===== src/rtl/riscv_pkg.sv =====
// Shared fetch-side types and constants.
// Used by the fetch stage and its buffer.
package riscv_pkg;

  localparam logic [6:0]  OPC_BRANCH       = 7'b1100011;
  localparam logic [31:0] INST_NOP_BUBBLE  = 32'h0;
  localparam logic [31:0] RESET_PC_DEFAULT = 32'h0;

  typedef struct packed {
    logic [31:0] pc;
    logic [31:0] inst;
  } fetch_entry_t;

  // B-type immediate bits [12:1]; zero for non-branch opcodes
  function automatic logic [11:0] b_imm(
    input logic [31:0] i
  );
    logic [11:0] r;
    r = 12'h0;
    if (i[6:0] == OPC_BRANCH) begin
      r = {i[31], i[7], i[30:25], i[11:8]};
    end
    return r;
  endfunction

endpackage


===== src/rtl/fetch_fifo.sv =====
// Synchronous FIFO of fetch entries.
// Flush wins over push/pop; push on full allowed with pop.
module fetch_fifo
  import riscv_pkg::*;
#(
  parameter  int DEPTH = 2,
  localparam int AW    = $clog2(DEPTH),
  localparam int CW    = AW + 1
) (
  input  logic          clk_i,
  input  logic          rst_i,
  input  logic          flush_i,
  input  logic          push_i,
  input  fetch_entry_t  entry_i,
  input  logic          pop_i,
  output fetch_entry_t  entry_o,
  output logic [CW-1:0] count_o,
  output logic          full_o,
  output logic          empty_o
);

  fetch_entry_t  mem_q [DEPTH];
  logic [AW-1:0] wr_q, wr_d;
  logic [AW-1:0] rd_q, rd_d;
  logic [CW-1:0] cnt_q, cnt_d;
  logic          do_push;
  logic          do_pop;

  assign full_o  = (cnt_q == CW'(DEPTH));
  assign empty_o = (cnt_q == '0);
  assign count_o = cnt_q;
  assign entry_o = mem_q[rd_q];

  assign do_pop  = pop_i && !empty_o;
  assign do_push = push_i && (!full_o || do_pop);

  always_comb begin
    wr_d  = wr_q;
    rd_d  = rd_q;
    cnt_d = cnt_q;
    if (flush_i) begin
      wr_d  = '0;
      rd_d  = '0;
      cnt_d = '0;
    end else begin
      if (do_push) wr_d = wr_q + AW'(1);
      if (do_pop)  rd_d = rd_q + AW'(1);
      cnt_d = cnt_q + CW'(do_push) - CW'(do_pop);
    end
  end

  always_ff @(posedge clk_i) begin
    if (rst_i) begin
      wr_q  <= '0;
      rd_q  <= '0;
      cnt_q <= '0;
    end else begin
      wr_q  <= wr_d;
      rd_q  <= rd_d;
      cnt_q <= cnt_d;
    end
  end

  always_ff @(posedge clk_i) begin
    if (do_push && !flush_i) begin
      mem_q[wr_q] <= entry_i;
    end
  end

endmodule


===== src/rtl/if_fetch_unit.sv =====
// Instruction fetch stage feeding the IF/ID register.
// One outstanding imem request, buffered responses, redirect flush.
module if_fetch_unit
  import riscv_pkg::*;
#(
  parameter logic [31:0] RESET_PC   = RESET_PC_DEFAULT,
  parameter int          FIFO_DEPTH = 2
) (
  input  logic        clk_i,
  input  logic        rst_i,
  input  logic        start_i,
  input  logic        hazard_i,
  input  logic        redirect_i,
  input  logic [31:0] redirect_pc_i,
  output logic        imem_req_o,
  output logic [31:0] imem_addr_o,
  input  logic        imem_gnt_i,
  input  logic        imem_rvalid_i,
  input  logic [31:0] imem_rdata_i,
  output logic        valid_o,
  output logic [31:0] pc_o,
  output logic [31:0] inst_o,
  output logic [11:0] pcIm_o
);

  localparam int CW = $clog2(FIFO_DEPTH) + 1;

  logic [31:0] fpc_q, fpc_d;
  logic [31:0] req_pc_q, req_pc_d;
  logic        out_q, out_d;
  logic        drop_q, drop_d;
  logic        hold_q, hold_d;
  logic [31:0] hold_addr_q, hold_addr_d;
  logic        stale_q, stale_d;

  fetch_entry_t  head;
  fetch_entry_t  push_entry;
  logic [CW-1:0] count;
  logic          full;
  logic          empty;
  logic          push;
  logic          pop;

  logic          resp;
  logic          out_busy;
  logic          incoming;
  logic [CW:0]   used;
  logic [CW:0]   lim;
  logic          credit_ok;
  logic          issue_new;
  logic          gnt_fire;
  logic          stale_fire;

  assign resp     = imem_rvalid_i && out_q;
  assign out_busy = out_q && !imem_rvalid_i;
  assign incoming = resp && !drop_q;

  assign valid_o  = !empty && !redirect_i && !rst_i;
  assign pop      = valid_o && !hazard_i;
  assign push     = incoming && !redirect_i;

  // buffer slots still free once this cycle's push/pop settle
  assign used      = {1'b0, count} + (CW+1)'(incoming);
  assign lim       = (CW+1)'(FIFO_DEPTH) + (CW+1)'(pop);
  assign credit_ok = (used < lim) && (!full || pop);

  assign issue_new  = start_i && !hold_q && !out_busy && credit_ok;
  assign imem_req_o = !rst_i && (hold_q || issue_new);
  assign imem_addr_o = hold_q ? hold_addr_q : fpc_q;

  assign gnt_fire   = imem_req_o && imem_gnt_i;
  assign stale_fire = gnt_fire && hold_q && stale_q;

  assign push_entry = '{pc: req_pc_q, inst: imem_rdata_i};

  fetch_fifo #(
    .DEPTH (FIFO_DEPTH)
  ) u_fifo (
    .clk_i   (clk_i),
    .rst_i   (rst_i),
    .flush_i (redirect_i),
    .push_i  (push),
    .entry_i (push_entry),
    .pop_i   (pop),
    .entry_o (head),
    .count_o (count),
    .full_o  (full),
    .empty_o (empty)
  );

  always_comb begin
    fpc_d = fpc_q;
    if (gnt_fire && !(hold_q && stale_q)) begin
      fpc_d = fpc_q + 32'd4;
    end
    if (redirect_i) begin
      fpc_d = redirect_pc_i & ~32'd3;
    end
  end

  always_comb begin
    req_pc_d = gnt_fire ? imem_addr_o : req_pc_q;
    out_d    = out_q;
    if (resp)     out_d = 1'b0;
    if (gnt_fire) out_d = 1'b1;
  end

  // a stale request keeps exactly one response marked for discard
  always_comb begin
    drop_d = drop_q;
    if (resp)       drop_d = 1'b0;
    if (stale_fire) drop_d = 1'b1;
    if (redirect_i && (out_busy || gnt_fire)) begin
      drop_d = 1'b1;
    end
  end

  always_comb begin
    hold_d      = imem_req_o && !imem_gnt_i;
    hold_addr_d = imem_addr_o;
    stale_d     = hold_d &&
                  ((hold_q && stale_q) || redirect_i);
  end

  always_ff @(posedge clk_i) begin
    if (rst_i) begin
      fpc_q       <= RESET_PC;
      req_pc_q    <= RESET_PC;
      out_q       <= 1'b0;
      drop_q      <= 1'b0;
      hold_q      <= 1'b0;
      hold_addr_q <= RESET_PC;
      stale_q     <= 1'b0;
    end else begin
      fpc_q       <= fpc_d;
      req_pc_q    <= req_pc_d;
      out_q       <= out_d;
      drop_q      <= drop_d;
      hold_q      <= hold_d;
      hold_addr_q <= hold_addr_d;
      stale_q     <= stale_d;
    end
  end

  assign pc_o   = valid_o ? head.pc : fpc_q;
  assign inst_o = valid_o ? head.inst : INST_NOP_BUBBLE;
  assign pcIm_o = b_imm(inst_o);

endmodule


===== config.mk =====
export PLATFORM = sky130hd
export DESIGN_NAME = if_fetch_unit
export DESIGN_NICKNAME = d
export VERILOG_FILES = /design/src/rtl/riscv_pkg.sv /design/src/rtl/fetch_fifo.sv /design/src/rtl/if_fetch_unit.sv
export SDC_FILE = /design/constraint.sdc
export NUM_CORES = 1
export LEC_CHECK = 0
export BUFFER_PORTS_ARGS = -buffer_cell sky130_fd_sc_hd__buf_2
export CAP_MARGIN = 20
export CORE_MARGIN = 3
export CORE_UTILIZATION = 48
export DETAILED_ROUTE_END_ITERATION = 16
export HOLD_SLACK_MARGIN = 0.03
export PLACE_DENSITY_LB_ADDON = 0.05
export SKIP_CTS_REPAIR_TIMING = 1
export SLEW_MARGIN = 20
export SYNTH_ARGS = -nofsm -noshare
export SYNTH_HDL_FRONTEND = slang
export SYNTH_HIERARCHICAL = 1
export SYNTH_SLANG_ARGS = --single-unit

===== constraint.sdc =====
create_clock -name clk_i -period 6.7 [get_ports clk_i]
set_input_delay 0.67 -clock clk_i [delete_from_list [all_inputs] [get_ports clk_i]]
set_output_delay 0.67 -clock clk_i [all_outputs]
set_load 0.02 [all_outputs]

* Word level (Yosys, flattened, before mapping)
Memory sizes are Yosys's and may differ from the RTL's. A register that Yosys moved wholly into a read port is not among the register bits. Cells that the tools add are included.
Storage, ports and cells: bits in registers 104, RAM bits 128, memories 1, input bits 71, logic and storage cells 80, output and inout bits 110
Memory list:
- u_fifo.mem_q | words 2, bits a word 64, read ports 1, clocked after memory_dff 1, write ports 1, RTL line fetch_fifo.sv:22 | fetch_entry_t mem_q [DEPTH];
Cells by class: order comparisons 1, reductions and logical operators 44, add/sub/neg operators 7, equal/unequal tests 2, muxes and demuxes 14
Operator list (count):
- $mux 32 | 5
- $add 32x3->32 const B | 1
- $logic_and 1x1->1 | 23
- $mux 12 | 1
- $logic_not 1->1 | 11
- $mux 1 | 8
- $eq 7x7->1 const B | 1
- $logic_or 1x1->1 | 5
- $reduce_bool 2->1 | 2
- $add 2x1->3 | 1
- $add 2x1->3 const A | 1
- $lt 3x3->1 | 1
- $reduce_bool 3->1 | 1
- $add 1x1->1 const B | 2
- $add 2x1->2 | 1
- $eq 2x2->1 const B | 1
- $logic_not 2->1 | 1
- $reduce_or 2->1 | 1
- $sub 2x1->2 | 1

* Logic depth before layout (Yosys ltp)
depth in word-level cells 16, depth in mapped cells 11, mapped depth without buffers 9

* Modules after synthesis
Netlist, hierarchy kept.
Modules (own cells, without submodules):
- if_fetch_unit | instances 1, cells an instance 701, area each 5188.7 um^2
- fetch_fifo | instances 1, cells an instance 229, area each 4849.7 um^2

* Worst setup path after synthesis
OpenSTA, ideal clock, no wires.
path kind input to register, from in redirect_i, to mem u_fifo/mem_q[1][0] in the netlist's numbering, enable pin, arrival time 6458 ps, slack -337 ps, setup time 579 ps, stages on the path 5, cells stage by stage clkbuf_1 -> buf_1 -> nor3_1 -> o21ai_0 -> nor3b_1
Between the ends: elaborated cells between the ends (all ways) 11, those cells by class 2 x mux; 9 x reduce/logical
RTL lines:
- start, declared | RTL line if_fetch_unit.sv:13 | input logic redirect_i,
- $logic_not 1->1 | RTL line if_fetch_unit.sv:60 | assign push = incoming && !redirect_i;
- $logic_and 1x1->1 | RTL line if_fetch_unit.sv:60
- net push | RTL line if_fetch_unit.sv:41 | logic push;
- $logic_and 1x1->1 | RTL line fetch_fifo.sv:35 | assign do_push = push_i && (!full_o || do_pop);
- $logic_and 1x1->1 | RTL line fetch_fifo.sv:65 | if (do_push && !flush_i) begin
- $mux 1 | RTL line fetch_fifo.sv:65
- $mux 1 (implied by the code) | RTL line fetch_fifo.sv:66 | mem_q[wr_q] <= entry_i;
- end, declared | RTL line fetch_fifo.sv:22
The timed path passes the listed nets, and every way through them passes these cells.

==> results.json <==
{
  "grt_pass1_wl_um": 36340,
  "grt_max_degree": 67,
  "maxCapViolations": 0,
  "whs_ns": 0.3480,
  "cp_max_fo": 37,
  "crit_path_start_kind": "flip-flop",
  "clockBufferDepth": 3,
  "overflow": 0,
  "max_freq_ghz": 0.2499,
  "post-place-ws_ns": 2.654,
  "core_area_sq_um": 20360,
  "period_share_pct": 59.73,
  "vias": 7297,
  "nFillCells": 1803,
  "floorplan.initialDensity_pct": 49.29,
  "fin_nets": 1159,
  "netlist_area_sq_um": 10040,
  "crit_type": "reg2out",
  "worst_pin_slew_ns": 1.002,
  "hold_viol_final": 0,
  "setup_viol": 0,
  "reg2reg_depth": 7,
  "dpl.hpwl_um": 15010,
  "wirelength_um": 23770,
  "synth.area.top_cells": "edfxtp_1, dfxtp_1, mux2_2, nand2_1, mux2i_1",
  "die-area_sq_um": 22680,
  "power_density_nw_per_um2": 263.7,
  "r2r_start": "u_fifo/count_o[1]$_SDFF_PP0_",
  "synth.most_common_cell": "nand2_1",
  "cp-end-kind": "primary output",
  "required_ns": 6.03,
  "ys_async_sr_fraction_pct": 0,
  "cts_sinks": 231,
  "syn_inst": 930,
  "ys_seq_area_share_pct": 58.83,
  "dp.cells": 1326,
  "io_pins": 181,
  "cts_tree": "done",
  "synth_common_cells": "nand2_1, edfxtp_1, dfxtp_1",
  "htreeDepth": 1,
  "numPortBuffers": 178,
  "synth-edff-count": 128,
  "die_w_um": 150.6,
  "synth_top_area_share_pct": 38.29,
  "numCtsBuffers": 26,
  "worstHoldPathType": "in2reg",
  "synthDistinctLibCells": 53,
  "viasPerCell": 5.311,
  "drtAntennaViolNets": 0,
  "final_area_sq_um": 11950,
  "dpl_cell_area_sq_um": 11100,
  "rsz0062_at_grt": "no",
  "slew_headroom_pct": 33.18,
  "diodes": 0,
  "drv_slew": 0,
  "row_count": 52,
  "clock_latency_ns": 0.51,
  "fin_skew_ns": 0.008171,
  "ys_warn_count": 6,
  "yosysTopAreaCell": "edfxtp_1",
  "hp-start": "imem_rdata_i[24]",
  "drc": 0,
  "drive_gt1_share_pct": 27.72,
  "worstHoldEndpoint": "u_fifo/mem_q[0][24]$_DFFE_PP_",
  "die_y_um": 150.6,
  "ys_seq_elements": 231,
  "peakVddDrop_mv": 0.2009,
  "synth_ff_type": "edfxtp_1",
  "grt_pass1_vias": 6820,
  "track_usage_pct": 20.32,
  "initialDrtViolationCount": 434,
  "cts_root_buffer": "clkbuf_16",
  "rrSetupSlack_ns": 3.18,
  "timing.rr.end": "fpc_q[15]$_SDFFE_PP0P_",
  "hold_depth": 1,
  "post_drt_wl_per_cell_um": 17.30,
  "syn2layout_area_growth_pct": 19.01,
  "gp_congestion": 0.8180,
  "dr.pass1.iters": 5,
  "status": "complete, no violations",
  "timing.final.ws_setup_ns": 2.698,
  "synth.net_count": 1005,
  "synth_area_per_cell_sq_um": 10.79,
  "antenna_found_initial": 0,
  "arrival_ns": 3.33,
  "period_needed_ns": 4.002,
  "fin_cells": 1374,
  "clk_pin_slew_ns": 0.06,
  "leakagePower_uw": 0.004905
}
-- placed cells by master (no fill, tap or decap), drive strengths merged, types with 7 or more instances in the layout --
cell type and instances:
or4 9, clkbuf 39, o21ai 50, and2 51
a311oi 13, a21oi 9, nor2 60, and3 7
nand4 9, mux2i 32, and4 7, clkinv 8
nor4 9, mux2 64, edfxtp 128, nand3 17
buf 187, nand2 168, o31ai 9, nor3 11
o211ai 8, a211oi 8, dfxtp 103, inv 42
-- flip-flops by register name (all words and copies together) (netlist names), named ones only --
register,flops
u_fifo/count_o,2
fpc_q,30
out_q,1
req_pc_q,32
u_fifo/mem_q,128
hold_addr_q,32
u_fifo/rd_q,1
u_fifo/wr_q,1
drop_q,1
stale_q,1
hold_q,1
-- logic make-up (layout without fill, tap and decap cells) --
kind of cell	Yosys count	count (layout)	share of synthesized area [%]
AND/OR/NAND/NOR	372	372	17.95
flip-flops	231	231	58.83
AO/OA/AOI/OAI	118	118	7.790
buffers and inverters	104	278	4.126
multiplexers	96	96	10.37
XOR/XNOR	5	5	0.4363
adder cells (fa/ha/maj)	4	4	0.4986
-- power by group --
part | leakage (uW) | total (uW) | internal (uW) | switching [uW]
registers | 0.00205 | 1560 | 1530 | 34.9
clock network | 0.000419 | 1370 | 830 | 537
logic | 0.00243 | 222 | 76.2 | 145
-- how the worst max path moves through the flow --
stage | startpoint | to | slack [ns]
global placement | redirect_i | fpc_q[15]$_SDFFE_PP0P_ | 2.67
detailed placement | redirect_i | fpc_q[15]$_SDFFE_PP0P_ | 2.65
finish | flip-flop | pcIm_o[6] | 2.70
floorplan | redirect_i | u_fifo/mem_q[0][0]$_DFFE_PP_ | -0.03
CTS | flip-flop | pcIm_o[6] | 2.57
global route | flip-flop | pcIm_o[8] | 2.47
-- final cells by class --
cell class                      count  area (sq um)  area share [%]
Tap cell                          270         337.8           2.828
Inverter                           43         161.4           1.351
Clock inverter                      9         72.57          0.6075
Timing Repair Buffer              187         958.4           8.023
Clock buffer                       39         770.7           6.452
Multi-Input combinational cell    595          3737           31.28
Sequential cell                   231          5908           49.46
-- stage by stage --
step	util, %	TNS (ns)	total power (uW)
detailed placement	54.52	0	1814
floorplan	-	-1.639	1720
global route	58.66	0	3270
global placement	54.52	0	1810
CTS	58.66	0	3181
finish	58.66	0	3151
-- worst max-delay path, stage by stage (launching register included) --
cell     delay, ns
dfxtp_2       0.87
buf_4         0.57
mux2_2        0.27
nor4b_1       0.27
and4_1        0.46
and2_1        0.19
buf_2         0.16
-- per-layer routing --
metal | global-route usage (%) | share of wire (%)
met1 | 27.48 | 44
met5 | 0 | 0
met2 | 34.45 | 48
met4 | 5.440 | 1.8
met3 | 2.980 | 6.3
No activity file was read; power rests on OpenSTA's default activity.
